==> config.mk <==
export PLATFORM = sky130hd
export DESIGN_NAME = fifo_rd_stream
export DESIGN_NICKNAME = d
export VERILOG_FILES = /design/src/rtl/fifo_rd_stream.sv
export SDC_FILE = /design/constraint.sdc
export NUM_CORES = 1
export LEC_CHECK = 0
export CORE_MARGIN = 3
export CORE_UTILIZATION = 28
export DETAILED_ROUTE_END_ITERATION = 7
export SKIP_LAST_GASP = 1
export SLEW_MARGIN = 20
export SYNTH_ARGS = -nofsm -noshare
export SYNTH_HDL_FRONTEND = slang
export SYNTH_SLANG_ARGS = --single-unit
==> constraint.sdc <==
create_clock -name i_rd_clk -period 2.41 [get_ports i_rd_clk]
set_input_delay 0.241 -clock i_rd_clk [delete_from_list [all_inputs] [get_ports i_rd_clk]]
set_output_delay 0.241 -clock i_rd_clk [all_outputs]
set_load 0.02 [all_outputs]
==> src/rtl/fifo_rd_stream.sv <==
// Read-side output stage of the async FIFO: turns empty/rd_en/sync-RAM pops into a valid/ready stream.
// 2-entry prefetch buffer with a pop credit that includes the in-flight word; 2 cycles from pop to stream valid.
module fifo_rd_stream #(
   parameter int DATA_WIDTH = 8
) (
   input  logic                  i_rd_clk,
   input  logic                  i_rst,
   input  logic                  i_empty_flag,
   output logic                  o_rd_en,
   input  logic [DATA_WIDTH-1:0] i_rd_data,
   output logic [DATA_WIDTH-1:0] o_m_data,
   output logic                  o_m_valid,
   input  logic                  i_m_ready,
   output logic [1:0]            o_level
);

   logic [1:0]            count_q, count_d;
   logic                  inflight_q;
   logic [DATA_WIDTH-1:0] head_q, head_d;
   logic [DATA_WIDTH-1:0] tail_q, tail_d;
   logic                  out_fire;
   logic [2:0]            credit_used;

   assign o_m_valid = (count_q != 2'd0);
   assign o_m_data  = head_q;
   assign o_level   = count_q;
   assign out_fire  = o_m_valid & i_m_ready;

   // A word leaving this cycle frees its slot in time for a pop issued now.
   assign credit_used = {1'b0, count_q} + {2'b00, inflight_q} - {2'b00, out_fire};
   assign o_rd_en     = !i_rst && !i_empty_flag && (credit_used < 3'd2);

   always_comb begin
      count_d = count_q;
      head_d  = head_q;
      tail_d  = tail_q;
      case ({inflight_q, out_fire})
         2'b10: begin
            if (count_q == 2'd0) begin
               head_d  = i_rd_data;
               count_d = 2'd1;
            end else begin
               tail_d  = i_rd_data;
               count_d = 2'd2;
            end
         end
         2'b01: begin
            head_d  = tail_q;
            count_d = count_q - 2'd1;
         end
         2'b11: begin
            // Count is unchanged; the arrival lands behind whatever remains.
            if (count_q == 2'd1) begin
               head_d = i_rd_data;
            end else begin
               head_d = tail_q;
               tail_d = i_rd_data;
            end
         end
         default: begin
         end
      endcase
   end

   always_ff @(posedge i_rd_clk) begin
      if (i_rst) begin
         count_q    <= 2'd0;
         inflight_q <= 1'b0;
         head_q     <= '0;
         tail_q     <= '0;
      end else begin
         count_q    <= count_d;
         inflight_q <= o_rd_en;
         head_q     <= head_d;
         tail_q     <= tail_d;
      end
   end

endmodule
==> key figures, run 1 <==
CTS
  – Clock Sinks: 19
  – Clock-pin slew on the worst setup and hold paths: between 0.1 and 0.15 ns
  – CTS tree: done
  – H-tree levels: 1
  – Clk_lat worst skew: about 0.31 ns
  – Num CTS Buffers: 3
  – Clock root cell: clkbuf_4
  – Clock Path Buffers: 2
  – Hold Buf Count CTS: 0

Die
  – Core area: 0.00320 sq mm
  – Top Ports: 24
  – DIE WIDTH: 65.1 microns
  – Starting Density: a little under a third
  – Die area: 0.00424 sq mm
  – Die height: 65.1 microns
  – Rows: 20

Routing
  – Via density: 4.90
  – Final ANT Viol Nets: 0
  – Drt drc: 0
  – Total number of vias: 917
  – Routed WL: between 2000 and 2500 microns
  – DR WL/cell: between 10 and 15 microns
  – Starting DRT DRC Count: 67
  – DRT Pass-1 Iters: 4

Placement
  – DP HPWL: 1820 microns
  – Number of port buffers: 23
  – DP Worst Slack: -0.557 ns
  – Gp weighted congestion: 0.757

Logic synthesis
  – Yosys cell types: 28
  – Seq cells post-synth: 19
  – Ys Warns: 0
  – Cell Area, Synth: 978 sq um
  – Sequential element share of the synthesized area: 38.9%
  – Cells after synthesis: between 100 and 150
  – Mean area per synthesized cell: 8.81 sq um
  – Post-synth net total: 129

Cells and area
  – Layout Nets: approximately 160
  – Area Growth Syn to Fin: 43.7%
  – Filler instances: 346
  – Share of cells above drive strength 1: 23.8%
  – N_diodes: 0

Global route
  – Vias in the first global route: 865
  – Pin count of the biggest net entering global routing: 20
  – Tot GR Track Use: around 12%
  – Initial antenna violation count: 0
  – GR Overflow Total: 0
  – First-pass GRT wire length: 4100 microns

Power
  – Pwr dens: 1380 mW/mm^2
  – Leakage: about 0.51 nW
  – VDD IR max: between 500 and 600 uV

Timing
  – Max_slew headroom: a little under three quarters
  – Slew of the pin with the lowest slew margin: 0.419 ns
  – Period utilization: 108%
  – Final worst path period need: 2.61 ns
  – FMAX: 383 MHz
  – Clock Skew: about 0.0033 ns
  – Final Hold Viols: 0
  – Hold slack: about 0.49 ns
  – Final Max Slew Viols: 0
  – # setup viols final: 1
  – Min setup slack post-route: -0.202 ns
  – Unrepaired setup endpoints after global routing: yes

Run
  – Max Cap Viol: 0

Worst setup path
  – Worst setup SP type: flop
  – Crit Path Max Fanout: 2
  – Critical Path RT: 2.17 ns
  – Critical path class: flop to output pin
  – CP Data Arrival Time: 2.37 ns
  – Crit. End Element: output pin

Status
  – Failing checks: negative setup slack
  – Outcome: complete, but fails checks

Hold path
  – Hold crit path type: flop to flop
-- Yosys cell counts --
cell type / instances / area, sq um
a311oi_2: 2 / 30.0
a22o_1: 1 / 8.76
clkbuf_1: 3 / 11.3
xor2_1: 1 / 8.76
buf_2: 2 / 10.0
nor2_1: 8 / 30.0
nor4b_1: 2 / 17.5
inv_1: 5 / 18.8
a21oi_1: 9 / 45.0
a311oi_1: 6 / 52.6
nand2_1: 1 / 3.75
ha_1: 5 / 62.6
o21ai_0: 23 / 115
and2b_1: 2 / 15.0
or2_2: 1 / 6.26
nand3_1: 8 / 40.0
nand2b_1: 1 / 6.26
a211o_1: 1 / 8.76
fa_1: 1 / 20.0
nor2b_1: 1 / 6.26
buf_8: 1 / 15.0
mux2_4: 1 / 15.0
a22oi_2: 1 / 12.5
and2_0: 1 / 6.26
dfxtp_1: 19 / 380
a211oi_1: 2 / 15.0
nor2_2: 2 / 12.5
o21ai_1: 1 / 5.00
-- cell type report --
class | instances | area, sq um | share of cell area [%]
clock inverter | 1 | 5.00 | 0.356
timing repair buffer | 34 | 310 | 22.1
tap | 44 | 55.1 | 3.91
inverter | 5 | 23.8 | 1.69
clock buffer | 3 | 22.5 | 1.60
multi-input combinational | 81 | 602 | 42.8
sequential | 19 | 388 | 27.6
-- worst paths after layout --
kind	from	end	slack, ns	cells past startpoint
worst min register to register	tail_q[5]	tail_q[5]	0.49	2
worst min-delay path	tail_q[5]	tail_q[5]	0.49	2
worst max register to register	o_level[0]	inflight_q	0.30	9
worst max-delay path	o_level[0]	o_rd_en	-0.20	9
-- cells by family after synthesis --
logic type	Yosys count	synth area share, %
buffers and inverters	11	5.63
multiplexers	1	1.53
AO/OA/AOI/OAI	46	29.9
AND/OR/NAND/NOR	27	14.7
XOR/XNOR	1	0.895
adder cells (fa/ha/maj)	6	8.44
flip-flops	19	38.9
-- stage by stage --
step | cell area (sq um) | TNS (ns) | util [%] | power [W] | instances
final | 1410 | -0.202 | 43.9 | 0.00194 | 187
after global placement | 1350 | -0.497 | 42.2 | 0.00169 | 182
after CTS | 1410 | -0.258 | 43.9 | 0.00195 | 187
after detailed placement | 1350 | -0.557 | 42.2 | 0.00171 | 182
after global routing | 1410 | -0.262 | 43.9 | 0.00209 | 187
after floorplan | 1030 | 0 | - | 0.00132 | 111
-- critical path: stages (launching register included) --
cell      delay (ns)
dfxtp_4         0.37
inv_4           0.06
ha_4            0.13
and2b_2         0.23
ha_4            0.22
nand2b_4        0.14
fa_2            0.35
xor2_2          0.17
nor4b_4         0.22
buf_4           0.18
-- flip-flops by register name (all words and copies together), names as in the netlist --
name,flops
o_m_data,8
tail_q,8
o_level,2
inflight_q,1
-- timing repair --
item	4_1_cts	5_1_grt
setup endpoints to repair	1	1
setup buffers	1	0
pin swaps	3	2
gates resized for setup	10	0
-- power by group --
group          switching, W  leakage (nW)  internal (W)
clock network      0.000111        0.0177     0.0000621
registers         0.0000667         0.157      0.000444
logic              0.000648         0.331      0.000608
-- per-layer routing --
| metal | wire length, microns | vias to the layer above | track usage [%] | share of wire, % |
|---|---|---|---|---|
| li1 | - | 470 | - | - |
| met1 | 1120 | 417 | 16.1 | 47 |
| met2 | 1130 | 25 | 19.9 | 47 |
| met3 | 95 | 5 | 1.54 | 4.0 |
| met4 | 48 | 0 | 6.22 | 2.0 |
| met5 | 0 | - | 0 | 0 |
-- cells in the final DEF, fill, tap and decap left out, drive strengths merged --
cell type and instances:
a211o 1, a211oi 2, a21oi 9, a22o 1
a22oi 1, a311oi 8, and2 1, and2b 2
buf 12, clkbuf 3, clkdlybuf4s50 22, clkinv 1
dfxtp 19, fa 1, ha 5, inv 5
mux2 1, nand2 1, nand2b 1, nand3 8
nor2 10, nor2b 1, nor4b 2, o21ai 24
or2 1, xor2 1
Note: power is estimated with default switching activity, not from simulation.
==> inputs of run 2 (changes only) <==
--- a/config.mk
+++ b/config.mk
@@ -5,7 +5,6 @@
 export SDC_FILE = /design/constraint.sdc
 export NUM_CORES = 1
 export LEC_CHECK = 0
-export CORE_MARGIN = 3
 export CORE_UTILIZATION = 28
 export DETAILED_ROUTE_END_ITERATION = 7
 export SKIP_LAST_GASP = 1
==> key figures, run 2 (synthesis gave the netlist of run 1 again) <==
Hold path
  – Hold crit path type: flop to flop
  – Hold Startpoint: tail_q[5]

Timing
  – Period utilization: 108% (-0.63 points)
  – FMAX: 385 MHz (+0.59%)
  – Final Max Slew Viols: 0 (unchanged)
  – Setup TNS: -0.187 ns (+0.0153 ns)
  – Unrepaired setup endpoints after global routing: yes
  – Min setup slack post-route: -0.187 ns (+0.0153 ns)
  – Slew of the pin with the lowest slew margin: 0.400 ns (-0.0191 ns)
  – Final worst path period need: 2.60 ns (-0.0153 ns)
  – Clock Skew: 0.00805 ns (+0.00477 ns)
  – # setup viols final: 1 (unchanged)
  – Final Hold Viols: 0 (unchanged)
  – Max_slew headroom: 73.3% (+1.3 points)

Worst setup path
  – Crit. End Element: output pin
  – Crit Path Max Fanout: 2 (unchanged)
  – R2R Path Start: o_level[0]
  – Critical path class: flop to output pin
  – Max stage delay on crit path: 0.36 ns (about the same)
  – Crit-path cells: inv_2 -> ha_4 -> and2b_2 -> ha_4 -> nand2b_4 -> fa_2 -> xor2_2 -> nor4b_4 -> buf_4
  – CP dominant cell by count: ha_4
  – Worst setup SP type: flop
  – CP Data Arrival Time: 2.36 ns (about the same)
  – CP startpoint: o_level[0]
  – CP max-delay cell: dfxtp_4
  – Critical Path RT: 2.17 ns (about the same)

CTS
  – Clock Sinks: 19 (unchanged)
  – CTS tree: done
  – H-tree levels: 1 (unchanged)
  – Clock root cell: clkbuf_4
  – Clock Path Buffers: 2 (unchanged)
  – Clk_lat worst skew: 0.30 ns (about the same)
  – Clock-pin slew on the worst setup and hold paths: 0.12 ns (about the same)
  – Num CTS Buffers: 3 (unchanged)

Power
  – Leakage: 0.499 nW (-1.3%)
  – Total power: 0.00190 W (-2.2%)
  – Pwr dens: 1360 mW/mm^2 (-1.5%)
  – VDD IR max: 310 uV (-39%)

Die
  – Die area: 0.00374 sq mm (-12%)
  – Rows: 21 (+5.0%)
  – Die height: 61.1 microns (-6.1%)
  – Starting Density: 29.3% (-1.2 points)
  – Top Ports: 24 (unchanged)
  – DIE WIDTH: 61.1 microns (-6.1%)
  – Core area: 0.00334 sq mm (+4.2%)

Global route
  – Pin count of the biggest net entering global routing: 20 (unchanged)
  – GR Overflow Total: 0 (unchanged)
  – Tot GR Track Use: 12.3% (about the same)
  – Vias in the first global route: 846 (-2.2%)
  – Initial antenna violation count: 0 (unchanged)
  – First-pass GRT wire length: 3530 microns (-14%)

Cells and area
  – Area of the multi-input gates: 602 sq um (unchanged)
  – Share of cells above drive strength 1: 23.2% (-0.54 points)
  – Reg area: 388 sq um (unchanged)
  – Layout Nets: 161 (-0.62%)
  – Most frequent cells in the layout: o21ai_0 (23), clkdlybuf4s50_1 (22), dfxtp_1 (17)
  – Filler instances: 326 (-5.8%)
  – Fin area: 0.00140 sq mm (-0.71%)
  – Fin util: 41.8% (-2.1 points)
  – Area Growth Syn to Fin: 42.7%
  – Commonest non-fill, non-tap cell in the layout: o21ai_0
  – N_diodes: 0 (unchanged)

Routing
  – Drt drc: 0 (unchanged)
  – DR WL/cell: 12.2 microns (-5.0%)
  – Starting DRT DRC Count: 27 (-60%)
  – Routed WL: 2290 microns (-4.5%)
  – Via density: 4.82 (-1.7%)
  – Total number of vias: 906 (-1.2%)
  – Final ANT Viol Nets: 0 (unchanged)
  – DRT Pass-1 Iters: 4 (unchanged)

Status
  – Failing checks: negative setup slack
  – Outcome: complete, but fails checks

Placement
  – Gp weighted congestion: 0.775 (+2.4%)
  – DP HPWL: 1790 microns (-1.9%)
  – Cell Area, Placed: 0.00135 sq mm (+0.19%)
  – Number of port buffers: 23 (unchanged)

Run
  – Max Cap Viol: 0 (unchanged)
## run 2: changes by cell type in the layout (fill, tap and decap cells not counted), sizes merged
cell,delta
buf,-1
## run 2: worst paths after layout
check / cells past startpoint / endpoint / slack [ns]
worst max register to register: 8 / o_m_data[0] / 0.40
worst min register to register: 2 / tail_q[5] / 0.49
worst min-delay path: 2 / tail_q[5] / 0.49
worst max-delay path: 9 / o_rd_en / -0.19
## run 2: timing repair
action,in CTS,in global routing
endpoints found under the hold margin,0,0
gates cloned,0,0
gates resized for setup,8,0
pin swaps,2,1
setup endpoints to repair,1,1
setup buffers,0,0
hold buffers,0,0
## run 2: report_power, final
part	switching (W)	internal [W]
combinational	0.000647	0.000584
sequential	0.0000589	0.000443
clock	0.000103	0.0000618
total	0.000809	0.00109
## run 2: layout make-up
class	instances	share of cell area [%]
clock buffers	3	1.61
clock inverters	1	0.358
inverters	5	1.34
multi-input cells	81	43.1
flip-flops and latches	19	27.8
well taps	46	4.12
repair buffers	33	21.7
## run 2: per-stage QoR
stage          hold slack, ns  std cells  setup slack, ns
6_report                0.493        188           -0.187
5_1_grt                 0.520        188           -0.254
4_1_cts                 0.493        188           -0.232
3_5_place_dp            0.476        184           -0.591
3_3_place_gp            0.461        184           -0.493
2_1_floorplan           0.320        111          0.00670
## run 2: worst max-delay path, delay by kind of cell, from the launching register on
kind / cells / cell delay [ns]
flops: 1 / 0.36
fa+ha+maj: 3 / 0.70
simple gates: 3 / 0.58
buf+inv: 2 / 0.25
xor+xnor: 1 / 0.17
## run 2: metal layers
layer  global-route usage (%)  wire [microns]  vias up
li1                         -               -      465
met1                     14.1            1050      414
met2                     23.4            1130       21
met3                     1.26              74        6
met4                     4.22              27        0
met5                        0               0        -
==> inputs of run 3 (changes only) <==
--- a/config.mk
+++ b/config.mk
@@ -7,7 +7,6 @@
 export LEC_CHECK = 0
 export CORE_UTILIZATION = 28
 export DETAILED_ROUTE_END_ITERATION = 7
-export SKIP_LAST_GASP = 1
 export SLEW_MARGIN = 20
 export SYNTH_ARGS = -nofsm -noshare
 export SYNTH_HDL_FRONTEND = slang
==> constraint.sdc (replaced) <==
create_clock -name i_rd_clk -period 2.2 [get_ports i_rd_clk]
set_input_delay 0.22 -clock i_rd_clk [delete_from_list [all_inputs] [get_ports i_rd_clk]]
set_output_delay 0.22 -clock i_rd_clk [all_outputs]
set_load 0.02 [all_outputs]
==> key figures, run 3 (synthesis gave the netlist of run 1 again) <==
Worst setup path
  – CP dominant cell by count: ha_4
  – Crit-path cells: inv_4 -> ha_4 -> and2b_2 -> ha_4 -> nand2b_4 -> fa_2 -> xor2_2 -> nor4b_4 -> buf_4
  – Critical Path RT: 1.98 ns (-0.19 ns)
  – CP Data Arrival Time: 2.35 ns (about the same)
  – Max stage delay on crit path: 0.36 ns (about the same)
  – Crit Path Max Fanout: 2 (unchanged)
  – Critical path class: flop to output pin
  – Crit. End Element: output pin
  – CP max-delay cell: dfxtp_4
  – Worst setup SP type: flop

Timing
  – Final Max Slew Viols: 0 (unchanged)
  – FMAX: 389 MHz
  – Final Hold Viols: 0 (unchanged)
  – Slew of the pin with the lowest slew margin: 0.410 ns (+0.0101 ns)
  – Period utilization: 117%
  – Unrepaired setup endpoints after global routing: yes
  – # setup viols final: 1 (unchanged)
  – Max_slew headroom: 72.6% (-0.68 points)
  – Final worst path period need: approximately 2.6 ns
  – Setup TNS: -0.370 ns (-0.184 ns)
  – Clock Skew: 0.00863 ns (+0.000580 ns)
  – Hold slack: 0.489 ns (-0.00430 ns)
  – Min setup slack post-route: -0.370 ns (-0.184 ns)

Placement
  – DP Worst Slack: -0.702 ns (-0.110 ns)
  – DP HPWL: 1890 microns (+5.9%)
  – Number of port buffers: 23 (unchanged)
  – Gp weighted congestion: 0.748 (-3.5%)

Die
  – Core area: 0.00334 sq mm (unchanged)
  – Rows: 21 (unchanged)
  – Die area: 0.00374 sq mm (unchanged)
  – Die height: 61.1 microns (unchanged)
  – DIE WIDTH: 61.1 microns (unchanged)
  – Starting Density: 29.3% (unchanged)
  – Top Ports: 24 (unchanged)

Routing
  – Routed WL: 2400 microns (+5.0%)
  – Total number of vias: 930 (+2.6%)
  – DRT Pass-1 Iters: 4 (unchanged)
  – DR WL/cell: 12.8 microns (+5.0%)
  – Starting DRT DRC Count: 52 (+93%)
  – Drt drc: 0 (unchanged)
  – Via density: 4.95 (+2.6%)
  – Final ANT Viol Nets: 0 (unchanged)

CTS
  – Clock-pin slew on the worst setup and hold paths: 0.11 ns (about the same)
  – Clock root cell: clkbuf_4
  – Clock Sinks: 19 (unchanged)
  – Clock Path Buffers: 2 (unchanged)
  – Clk_lat worst skew: 0.30 ns (about the same)
  – Num CTS Buffers: 3 (unchanged)
  – H-tree levels: 1 (unchanged)
  – CTS tree: done

Cells and area
  – Area Growth Syn to Fin: 43.5%
  – Commonest non-fill, non-tap cell in the layout: o21ai_0
  – Area of the multi-input gates: 604 sq um (+0.42%)
  – Most frequent cells in the layout: o21ai_0 (23), clkdlybuf4s50_1 (22), dfxtp_1 (17)
  – Share of cells above drive strength 1: 23.9% (+0.70 points)
  – N_diodes: 0 (unchanged)
  – Filler instances: 334 (+2.5%)
  – Fin util: 42.1% (+0.22 points)
  – Reg area: 388 sq um (unchanged)
  – Layout Nets: 161 (unchanged)

Hold path
  – Hold crit path type: flop to flop

Run
  – Max Cap Viol: 0 (unchanged)

Global route
  – Pin count of the biggest net entering global routing: 20 (unchanged)
  – Tot GR Track Use: 14.2% (+1.9 points)
  – First-pass GRT wire length: 3860 microns (+9.4%)
  – Vias in the first global route: 850 (+0.47%)
  – GR Overflow Total: 0 (unchanged)
  – Initial antenna violation count: 0 (unchanged)

Power
  – Total power: 0.00210 W (+10%)
  – Leakage: 0.502 nW (+0.69%)
  – VDD IR max: 374 uV (+21%)
  – Pwr dens: 1490 mW/mm^2 (+9.8%)

Status
  – Failing checks: negative setup slack
  – Outcome: complete, but fails checks
run 3: metrics by stage:
| stage | cells | instance area, sq um |
|---|---|---|
| 3_3_place_gp | 184 | 1370 |
| 3_5_place_dp | 184 | 1370 |
| 2_1_floorplan | 111 | 1050 |
| 6_report | 188 | 1400 |
| 5_1_grt | 188 | 1400 |
| 4_1_cts | 188 | 1400 |
run 3: metal layers:
layer / part of all wire [%] / vias up / wire length (microns) / global-route usage [%]
met5: 0 / - / 0 / 0
met4: 1.0 / 0 / 25 / 5.84
met3: 2.2 / 2 / 52 / 1.89
met2: 49 / 15 / 1170 / 23.3
met1: 48 / 441 / 1150 / 18.7
li1: - / 472 / - / -
run 3: worst max-delay path, delay by kind of cell (launching register included):
family	cells	cell delay, ns
flip-flops	1	0.36
adder cells (fa/ha/maj)	3	0.70
buffers and inverters	2	0.24
XOR/XNOR	1	0.18
AND/OR/NAND/NOR	3	0.59
run 3: final cells by class:
cell class,instances,area share (%)
tap,46,4.10
inverter,5,1.69
multi-input combinational,81,43.0
sequential,19,27.6
clock buffer,3,1.60
clock inverter,1,0.357
timing repair buffer,33,21.6
run 3: worst paths after layout:
check / start / to / slack, ns / cells past startpoint
worst max register to register: o_level[1] / inflight_q / 0.14 / 8
worst max-delay path: o_level[1] / o_rd_en / -0.37 / 9
worst min register to register: tail_q[1] / tail_q[1] / 0.49 / 2
worst min-delay path: tail_q[1] / tail_q[1] / 0.49 / 2
run 3: where the power goes:
part,internal [W],leakage (nW),switching (W)
registers,0.000486,0.157,0.0000748
clock network,0.0000677,0.0177,0.000109
logic,0.000646,0.327,0.000712
total,0.00120,0.502,0.000895
run 3: timing repair:
item | CTS | global route
resized for setup | 6 | 2
hold buffers | 0 | 0
buffers inserted | 0 | 0
cloned | 0 | 0
hold endpoints to repair | 0 | 0
setup endpoints to repair | 1 | 4
pin swaps | 2 | 0
